==> config.mk <==
export PLATFORM = sky130hd
export DESIGN_NAME = fb_channel_serializer
export DESIGN_NICKNAME = d
export VERILOG_FILES = /design/src/rtl/fb_pkg.sv /design/src/rtl/fb_requant.sv /design/src/rtl/fb_channel_serializer.sv
export SDC_FILE = /design/constraint.sdc
export NUM_CORES = 1
export LEC_CHECK = 0
export ABC_AREA = 1
export BUFFER_PORTS_ARGS = -buffer_cell sky130_fd_sc_hd__buf_2
export CORE_UTILIZATION = 56
export DETAILED_ROUTE_END_ITERATION = 7
export GPL_ROUTABILITY_DRIVEN = 0
export PLACE_DENSITY = 0.76
export RECOVER_POWER = 50
export SLEW_MARGIN = 20
export SYNTH_ARGS = -nofsm -noshare
export SYNTH_HDL_FRONTEND = slang
export SYNTH_SLANG_ARGS = --single-unit
==> constraint.sdc <==
create_clock -name clock -period 45.6 [get_ports clock]
set_input_delay 6.84 -clock clock [delete_from_list [all_inputs] [get_ports clock]]
set_output_delay 6.84 -clock clock [all_outputs]
set_load 0.01 [all_outputs]
==> src/rtl/fb_pkg.sv <==
// Shared constants, types, FSM state encoding and reference requantizer
// for the filterbank channel serializer.
package fb_pkg;

  localparam int unsigned FB_NCH   = 16;
  localparam int unsigned FB_IN_W  = 23;
  localparam int unsigned FB_OUT_W = 16;
  localparam int unsigned FB_SHIFT = 7;
  localparam int unsigned FB_EXT_W = FB_IN_W + 1;

  typedef logic signed [FB_IN_W-1:0] fb_sample_t;
  typedef fb_sample_t fb_frame_t [FB_NCH];

  typedef enum logic {
    IDLE  = 1'b0,
    DRAIN = 1'b1
  } fb_state_t;

  // Round half up by 2^shift, then saturate to the output range.
  function automatic logic signed [FB_OUT_W-1:0] fb_requantize(input fb_sample_t x,
                                                              input int unsigned shift);
    logic signed [FB_EXT_W-1:0] t;
    logic signed [FB_EXT_W-1:0] maxv;
    logic signed [FB_EXT_W-1:0] minv;
    maxv = FB_EXT_W'((64'd1 << (FB_OUT_W - 1)) - 64'd1);
    minv = ~maxv;
    t    = {x[FB_IN_W-1], x};
    if (shift > 0) begin
      t = (t + $signed(FB_EXT_W'(1) << (shift - 1))) >>> shift;
    end
    if (t > maxv) begin
      return maxv[FB_OUT_W-1:0];
    end else if (t < minv) begin
      return minv[FB_OUT_W-1:0];
    end
    return t[FB_OUT_W-1:0];
  endfunction

endpackage

==> src/rtl/fb_requant.sv <==
// Combinational round-half-up shift plus saturation of one channel sample.
module fb_requant #(
  parameter int unsigned IN_W  = 23,
  parameter int unsigned OUT_W = 16,
  parameter int unsigned SHIFT = 7
) (
  input  logic signed [IN_W-1:0]  x,
  output logic signed [OUT_W-1:0] y_c
);

  localparam int unsigned EW = IN_W + 1;
  localparam int unsigned RS = (SHIFT > 0) ? SHIFT - 1 : 0;
  localparam logic signed [EW-1:0] RND  = (SHIFT > 0) ? (EW'(1) << RS) : '0;
  localparam logic signed [EW-1:0] MAXV = EW'((64'd1 << (OUT_W - 1)) - 64'd1);
  localparam logic signed [EW-1:0] MINV = ~MAXV;

  logic signed [EW-1:0] ext;
  logic signed [EW-1:0] r;

  // Extend by one bit so the rounding add cannot overflow, then clamp.
  always_comb begin
    ext = {x[IN_W-1], x};
    r   = (ext + RND) >>> SHIFT;
    if (r > MAXV) begin
      y_c = MAXV[OUT_W-1:0];
    end else if (r < MINV) begin
      y_c = MINV[OUT_W-1:0];
    end else begin
      y_c = r[OUT_W-1:0];
    end
  end

endmodule

==> src/rtl/fb_channel_serializer.sv <==
// Ping-pong frame buffer that serializes filterbank channel outputs onto a
// valid/ready stream. Optional per-frame channel mask: FB_CHAN_MASK_EN.
module fb_channel_serializer
  import fb_pkg::*;
#(
  parameter int unsigned NCH   = FB_NCH,
  parameter int unsigned IN_W  = FB_IN_W,
  parameter int unsigned OUT_W = FB_OUT_W,
  parameter int unsigned SHIFT = FB_SHIFT
) (
  input  logic                     clock,
  input  logic                     reset,
  input  logic                     clk_enable,
  input  logic                     frame_valid,
  input  logic signed [IN_W-1:0]   ch_in [NCH],
`ifdef FB_CHAN_MASK_EN
  input  logic [NCH-1:0]           chan_mask,
`endif
  input  logic                     out_ready,
  output logic                     out_valid,
  output logic signed [OUT_W-1:0]  out_data,
  output logic [$clog2(NCH)-1:0]   out_chan,
  output logic                     out_last,
  output logic                     overrun,
  output logic [15:0]              frame_cnt
);

  localparam int unsigned CW  = $clog2(NCH);
  localparam int unsigned CW1 = CW + 1;

  // Lowest enabled channel at or above start; MSB flags that one exists.
  function automatic logic [CW:0] next_en(input logic [NCH-1:0] m, input logic [CW:0] start);
    logic [CW:0] res;
    res = '0;
    for (int i = NCH - 1; i >= 0; i--) begin
      if (m[i] && (CW1'(i) >= start)) begin
        res = {1'b1, CW'(i)};
      end
    end
    return res;
  endfunction

  fb_state_t             state, state_nxt;
  logic signed [IN_W-1:0] bank_mem [2][NCH];
  logic [1:0]            bank_full;
  logic                  wr_bank, rd_bank;

  logic [NCH-1:0]        rd_mask, oth_mask, sel_mask;
  logic [CW:0]           first_rd, first_oth, succ, after_sel;
  logic                  hs, rel, load, valid_nxt, sel_bank, sel_last;
  logic [CW-1:0]         sel_chan;
  logic                  cap_en, wr_free;
  logic signed [OUT_W-1:0] rq_data;

`ifdef FB_CHAN_MASK_EN
  logic [NCH-1:0] bank_mask [2];
  assign rd_mask  = bank_mask[rd_bank];
  assign oth_mask = bank_mask[~rd_bank];
  assign sel_mask = bank_mask[sel_bank];
`else
  assign rd_mask  = '1;
  assign oth_mask = '1;
  assign sel_mask = '1;
`endif

  assign hs      = out_valid && out_ready && clk_enable;
  assign cap_en  = frame_valid && clk_enable;
  assign wr_free = !bank_full[wr_bank] || (rel && (rd_bank == wr_bank));

  // State register.
  always_ff @(posedge clock) begin
    if (!reset) begin
      state <= IDLE;
    end else begin
      state <= state_nxt;
    end
  end

  // Drain sequencing: choose which bank/channel feeds the output register next.
  always_comb begin
    state_nxt = state;
    load      = 1'b0;
    rel       = 1'b0;
    valid_nxt = out_valid;
    sel_bank  = rd_bank;
    sel_chan  = '0;
    first_rd  = next_en(rd_mask, '0);
    first_oth = next_en(oth_mask, '0);
    succ      = next_en(rd_mask, {1'b0, out_chan} + CW1'(1));
    if (clk_enable) begin
      case (state)
        IDLE: begin
          if (bank_full[rd_bank]) begin
            if (first_rd[CW]) begin
              load      = 1'b1;
              sel_chan  = first_rd[CW-1:0];
              valid_nxt = 1'b1;
              state_nxt = DRAIN;
            end else begin
              rel = 1'b1;
            end
          end
        end
        DRAIN: begin
          if (hs) begin
            if (!out_last) begin
              load     = 1'b1;
              sel_chan = succ[CW-1:0];
            end else begin
              rel = 1'b1;
              if (bank_full[~rd_bank] && first_oth[CW]) begin
                load     = 1'b1;
                sel_bank = ~rd_bank;
                sel_chan = first_oth[CW-1:0];
              end else begin
                valid_nxt = 1'b0;
                state_nxt = IDLE;
              end
            end
          end
        end
        default: state_nxt = IDLE;
      endcase
    end
    after_sel = next_en(sel_mask, {1'b0, sel_chan} + CW1'(1));
    sel_last  = !after_sel[CW];
  end

  fb_requant #(
    .IN_W (IN_W),
    .OUT_W(OUT_W),
    .SHIFT(SHIFT)
  ) u_requant (
    .x  (bank_mem[sel_bank][sel_chan]),
    .y_c(rq_data)
  );

  // Frame storage; contents only matter while the bank is flagged full.
  always_ff @(posedge clock) begin
    if (cap_en && wr_free) begin
      for (int i = 0; i < NCH; i++) begin
        bank_mem[wr_bank][i] <= ch_in[i];
      end
`ifdef FB_CHAN_MASK_EN
      bank_mask[wr_bank] <= chan_mask;
`endif
    end
  end

  // Bank bookkeeping, capture accounting and output register.
  always_ff @(posedge clock) begin
    if (!reset) begin
      bank_full <= '0;
      wr_bank   <= 1'b0;
      rd_bank   <= 1'b0;
      out_valid <= 1'b0;
      out_data  <= '0;
      out_chan  <= '0;
      out_last  <= 1'b0;
      overrun   <= 1'b0;
      frame_cnt <= '0;
    end else begin
      out_valid <= valid_nxt;
      if (load) begin
        out_data <= rq_data;
        out_chan <= sel_chan;
        out_last <= sel_last;
      end
      if (rel) begin
        bank_full[rd_bank] <= 1'b0;
        rd_bank            <= ~rd_bank;
      end
      // Set after clear so a capture into the bank just released wins.
      if (cap_en) begin
        if (wr_free) begin
          bank_full[wr_bank] <= 1'b1;
          wr_bank            <= ~wr_bank;
          frame_cnt          <= frame_cnt + 16'd1;
        end else begin
          overrun <= 1'b1;
        end
      end
    end
  end

endmodule

# Word level (Yosys, flattened, before mapping)
# Memory sizes are Yosys's and may differ from the RTL's.
# Index checks and enable logic that the tools add are counted.
dict set report word_totals {
  regBits 44
  romBits 0
  latch_bits 0
  out_inout_bits 39
  ramBits 736
  memories 1
  inputBits 373
  word_cells 160
}
# name words width read_ports rd_ports_with_merged_regs write_ports line_no
set memory_table {}
lappend memory_table {bank_mem 2 368 1 0 1 fb_channel_serializer.sv:44} ;# logic signed [IN_W-1:0] bank_mem [2][NCH];
dict set report op_classes {
  addsub 4
  n_mul 0
  eq_ne 5
  n_lt_le_gt_ge 40
  shifts 0
  bitwise 8
  n_mux 79
  div 0
  n_reduce_logical 13
}
# cell n
set op_table {}
lappend op_table {{$bmux W23 S4} 1}
lappend op_table {{$ge A4 B5 Y1 const A} 16}
lappend op_table {{$mux W5} 16}
lappend op_table {{$mux W4} 19}
lappend op_table {{$mux W23} 2}
lappend op_table {{$ge A3 B5 Y1 const A} 8}
lappend op_table {{$mux W16} 2}
lappend op_table {{$mux W1} 28}
lappend op_table {{$add A23 B8 Y24 const B} 1}
lappend op_table {{$ge A1 B5 Y1 const A} 4}
lappend op_table {{$ge A2 B5 Y1 const A} 4}
lappend op_table {{$gt A17 B16 Y1 const B} 1}
lappend op_table {{$lt A17 B16 Y1 const B} 1}
lappend op_table {{$add A16 B1 Y16 const B} 1}
lappend op_table {{$add A4 B1 Y5 const B} 2}
lappend op_table {{$mux W2} 4}
lappend op_table {{$pmux W1 S2} 4}
lappend op_table {{$pmux W4 S2} 1}
lappend op_table {{$logic_and A1 B1 Y1} 7}
lappend op_table {{$lt A1 B2 Y1 const B} 3}
lappend op_table {{$ne A2 B2 Y1 const B} 3}
lappend op_table {{$ge A5 B5 Y1 const B} 1}
lappend op_table {{$not A4 Y5} 1}
lappend op_table {{$reduce_and A5 Y1} 1}
lappend op_table {{other kinds (11)} 18}

# Depth between registers and ports, before layout
dict set report depth {
  word_depth 41
  ltp_mapped 25
  mapped_depth_nobuf 23
}

# Cells and area by module
# Synthesis repeated with hierarchy kept, for this count alone.
dict set report unflattened {
  cells_unflattened 3466
  hier_area_um2 34401.7
}
# module n_inst area_each_um2 seq_area_each_um2 cells_each
set by_module_without_submodules {}
lappend by_module_without_submodules {fb_channel_serializer 1 33851.2 22982.0 3360}
lappend by_module_without_submodules {fb_requant 1 550.5 0.0 106}

# Least setup slack after synthesis
# Ideal clock, no wire load.
dict set report synth_timing {
  path_type {input -> register}
  startpoint {input port out_ready}
  endpoint {memory bank_mem[0][100] (netlist bit) (enable)}
  arrival_ps 19073
  slack_ps 25613
  required_time_ps 44686
  path_stages 7
  setup_time_ps 914
  n_path_buf 1
  path_cell_list {nand3_1 > nor3_4 > a21oi_1 > mux2i_1 > nand3_1 > clkbuf_1 > nor2_1}
}
dict set report synth_between {
  elab_chain_cells 10
}
# element line_no
set synth_lines {}
lappend synth_lines {{from (decl)} fb_channel_serializer.sv:19} ;# input logic out_ready,
lappend synth_lines {{$logic_and A1 B1 Y1 (2 in a row)} fb_channel_serializer.sv:66} ;# assign hs = out_valid && out_ready && clk_enable;
lappend synth_lines {{$mux W1} fb_channel_serializer.sv:105} ;# if (hs) begin
lappend synth_lines {{$pmux W1 S2} fb_channel_serializer.sv:91} ;# case (state)
lappend synth_lines {{$mux W1} fb_channel_serializer.sv:90} ;# if (clk_enable) begin
lappend synth_lines {{$logic_and A1 B1 Y1} fb_channel_serializer.sv:68} ;# assign wr_free = !bank_full[wr_bank] || (rel && (rd_bank == wr_bank));
lappend synth_lines {{$logic_or A1 B1 Y1} fb_channel_serializer.sv:68}
lappend synth_lines {{$logic_and A1 B1 Y1} fb_channel_serializer.sv:140} ;# if (cap_en && wr_free) begin
lappend synth_lines {{$mux W1} fb_channel_serializer.sv:140}
lappend synth_lines {{$mux W1 (not written as such)} fb_channel_serializer.sv:142} ;# bank_mem[wr_bank][i] <= ch_in[i];
lappend synth_lines {{to (decl)} fb_channel_serializer.sv:44}
# No other way between the ends.

# Worst setup path in the final report
dict set report layout_timing {
  startpoint {input port clk_enable}
  endpoint {register out_data[12]}
}
dict set report layout_between {
  elab_chain_cells 12
  word_cells_on_any_way 20
  cone_classes {1 x add/sub; 2 x order compare; 14 x mux; 1 x bitwise; 1 x reduce/logical; 1 x memory}
}
# element line_no
set layout_lines {}
lappend layout_lines {{from (decl)} fb_channel_serializer.sv:13} ;# input logic clk_enable,
lappend layout_lines {{$logic_and A1 B1 Y1} fb_channel_serializer.sv:66}
lappend layout_lines {{$mux W1 / $mux W4 (equally long branches)} fb_channel_serializer.sv:105}
lappend layout_lines {{$mux W1 / $pmux W4 S2 (equally long branches)} fb_channel_serializer.sv:91}
lappend layout_lines {{$mux W1 / $mux W4 (equally long branches)} fb_channel_serializer.sv:90}
lappend layout_lines {{$mem_v2 Z2 W368 / $not A4 Y5 (equally long branches)} --}
lappend layout_lines {{$bmux W23 S4} fb_channel_serializer.sv:134} ;# .x (bank_mem[sel_bank][sel_chan]),
lappend layout_lines {{$mux W23 (not written as such) (2 in a row)} fb_channel_serializer.sv:134}
lappend layout_lines {{$add A23 B8 Y24} fb_requant.sv:23} ;# r = (ext + RND) >>> SHIFT;
lappend layout_lines {{$lt A17 B16 Y1} fb_requant.sv:26} ;# end else if (r < MINV) begin
lappend layout_lines {{$mux W16} fb_requant.sv:26}
lappend layout_lines {{$mux W16} fb_requant.sv:24} ;# if (r > MAXV) begin
lappend layout_lines {{to (signal assigned)} fb_channel_serializer.sv:165} ;# out_data <= rq_data;
lappend layout_lines {{to (decl)} fb_channel_serializer.sv:21} ;# output logic signed [OUT_W-1:0] out_data,
# Several ways; a longest one is shown, not always the timed one. The select of a mux whose other input is x is not followed.
# A chain may end at the register's enable or synchronous reset.

==> impl_metrics.env <==
export IMPL_crit_arrival_ns=12.66
export IMPL_drc_errors=0
export IMPL_final_cell_area_sq_um=28900
export IMPL_start_kind="primary input"
export IMPL_cts_sinks=588
export IMPL_drt_iter0_markers=2090
export IMPL_grt_use_total_pct=27.5
export IMPL_worstSetupPathType="primary input to flop"
export IMPL_grt_first_pass_wirelength_um=98100
export IMPL_drtAntennaViolNets=0
export IMPL_fin_crit_ns=12.15
export IMPL_max_freq_mhz=82.3
export IMPL_power_leakage_nw=10.8
export IMPL_cts_max_path_buffers=3
export IMPL_seqPwrFrac_pct=53.9
export IMPL_place_area_sq_um=27200
export IMPL_cts_hold_buf=0
export IMPL_yosysSeqAreaShare_pct=67.5
export IMPL_netlist_area_sq_um=25500
export IMPL_clock_root_buffer="clkbuf_16"
export IMPL_cts_clk_slew_worst_paths_ns=0.06
export IMPL_num_fill_cells=3427
export IMPL_final_nets=2946
export IMPL_routed_wl_um=64700
export IMPL_ir_drop_mv=0.0422
export IMPL_ys_flop_type="edfxtp_1"
export IMPL_max_cap_viol_count=1
export IMPL_fin_crit_sh_pct=26.6
export IMPL_ys_ff_latch=588
export IMPL_synth_warnings=0
export IMPL_antenna_found_initial=22
export IMPL_status="finished, violations left"
export IMPL_hpwl_um=37900
export IMPL_fp_coreArea_sq_um=44600
export IMPL_initial_utilization_pct=57.2
export IMPL_layout_drive_gt1_share_pct=10.1
export IMPL_first_global_vias=17700
export IMPL_avgViaCountPerCell=5.73
export IMPL_grt_overflow_total=0
export IMPL_tightest_slew_ns=1.55
export IMPL_ctsHtreeMaxLevel=2
export IMPL_dieArea_sq_um=46400
export IMPL_vias=18500
export IMPL_setup_violations_final=0
export IMPL_violations="max-capacitance violations, max-slew violations"
export IMPL_dieWidth_um=215
export IMPL_numPortBuffers=315
export IMPL_synth_edf_count=544
export IMPL_io_pin_count=412
export IMPL_cts_tree="yes"
export IMPL_rsz0062_at_grt="no"
export IMPL_ys_types=43
export IMPL_hold_path_class="flop to flop"
export IMPL_combPwrFrac_pct=4.5
export IMPL_timing_hold_violations_final=0
export IMPL_post_cts_buffers=0
export IMPL_grt_max_degree=129
export IMPL_numCtsBuffers=58
export IMPL_p_sw_share_pct=20.7
export IMPL_synth_nets=2688
export IMPL_clk_latency_ns=0.62
export IMPL_die_y_um=215
export IMPL_clkPwrFrac_pct=41.5
export IMPL_dr_pass1_iters=5
export IMPL_slew_violations=33
export IMPL_netSwitchingPower_uw=237
export IMPL_rows=77
export IMPL_crit_required_ns=46.11
export IMPL_synth_cells=2310
export IMPL_relSlewSlack_pct=-3.50
export IMPL_pwr_density_cell_nw_per_um2=39.5
export IMPL_intPower_uw=904
export IMPL_areaGrowthSynthToFinish_pct=13.2
export IMPL_critPathMaxFanout=128
export IMPL_cp_end_kind="flop"
export IMPL_wl_per_cell_um=20.1
export IMPL_synth_async_reset_ratio_pct=0
export IMPL_tns_ns=0
export IMPL_syn_area_per_cell_sq_um=11.0
export IMPL_ctsResizeCount=0
export IMPL_final_setup_skew_ns=0.0219
-- cell usage after synthesis, drive strengths merged (5+ instances only) --
library cell / n / area share [%]
o221ai: 8 / 0.27
xor2: 8 / 0.27
nor3: 11 / 0.26
nand3b: 87 / 2.6
buf: 112 / 2.9
o211ai: 16 / 0.47
edfxtp: 544 / 64
o21ai: 51 / 1.0
nand2: 519 / 7.8
nand3: 537 / 11
clkbuf: 28 / 0.41
nor2: 85 / 1.4
ha: 5 / 0.25
dfxtp: 44 / 3.5
inv: 203 / 3.0
a21oi: 30 / 0.59
nand4: 6 / 0.17
-- metrics by stage --
stage	hold WS (ns)	setup slack [ns]	instances	utilization, %	total power [mW]
floorplan	0.490	25.61	2310	-	0.661
global placement	0.442	33.60	3100	61.0	0.677
detailed placement	0.452	33.53	3100	61.0	0.680
CTS	0.467	34.15	3207	65.2	1.15
global route	0.500	32.84	3215	64.7	1.17
finish	0.468	33.45	3222	64.7	1.14
-- critical path, cell delays in order --
cell and delay [ns]:
clkbuf_1 0.20, nand3_1 0.15, nor3_1 0.74, nand2_8 0.66, nand2_8 0.83, buf_4 0.87, o21ai_0 0.16, inv_1 0.08
o21ai_0 0.08, nand3_1 0.10, nand3_1 0.07, nand2_1 0.09, nand2_1 0.05, nand2_1 0.18, ha_1 0.27, nand2_1 0.07
nor2_1 0.19, nand3_1 0.15, nor2_1 0.15, nand3_1 0.21, nand3_1 0.15, nand3_1 0.08, nand2_1 0.12, inv_1 0.04
-- final timing paths --
kind              slack [ns]       start      endpoint  depth (start not counted)
setup / recovery       33.45  clk_enable  out_data[12]                         24
hold / removal          0.47     overrun       overrun                          1
setup reg to reg       39.48    out_last  out_data[12]                         23
hold reg to reg         0.47     overrun       overrun                          1
-- power by group through the flow --
stage | logic [mW] | registers (mW) | clock network (mW)
2_1_floorplan | 0.0267 | 0.634 | 0
3_3_place_gp | 0.0513 | 0.626 | 0
3_5_place_dp | 0.0535 | 0.627 | 0
4_1_cts | 0.0539 | 0.615 | 0.479
5_1_grt | 0.0577 | 0.617 | 0.497
6_report | 0.0518 | 0.615 | 0.474
-- flip-flops by register name, summed over array words and instances, names as in the netlist --
signal     count
state          1
bank_mem     544
out_chan       4
bank_full      2
overrun        1
wr_bank        1
out_valid      1
out_last       1
frame_cnt     16
out_data      16
rd_bank        1
-- logic make-up after synthesis --
kind of cell	Yosys count	synth area share [%]
mux	1	0.0392
simple gates	1249	23.0
buf+inv	345	6.31
xor+xnor	11	0.378
fa+ha+maj	5	0.245
compound gates	111	2.52
flops	588	67.5
-- metal layers --
metal,wire length (um),vias up,GRT usage [%]
met2,31700,871,45.4
met4,1700,18,9.53
li1,-,8566,-
met1,25200,8867,36.2
met3,5900,131,5.71
met5,117,-,0
-- layout by cell type (no fill, tap or decap), drive strengths merged, types with 11 or more instances in the layout --
cell type and n:
clkinv 33, buf 146, nor2 85, nand2 519, nand3b 87, dfxtp 44
nor3 11, a21oi 30, o21ai 51, o211ai 16, edfxtp 544, nand3 537
inv 202, diode 15, clkbuf 262
-- layout make-up --
class                      instances  area [sq um]  area share [%]
sequential                       588         17200            59.6
multi-input combinational       1377          6720            23.3
clock buffer                      70          1560            5.40
timing repair buffer             338          1510            5.21
inverter                         205           776            2.69
tap                              592           741            2.56
clock inverter                    37           322            1.11
antenna                           15          37.5           0.130
Power figures use the tool's default switching activity.
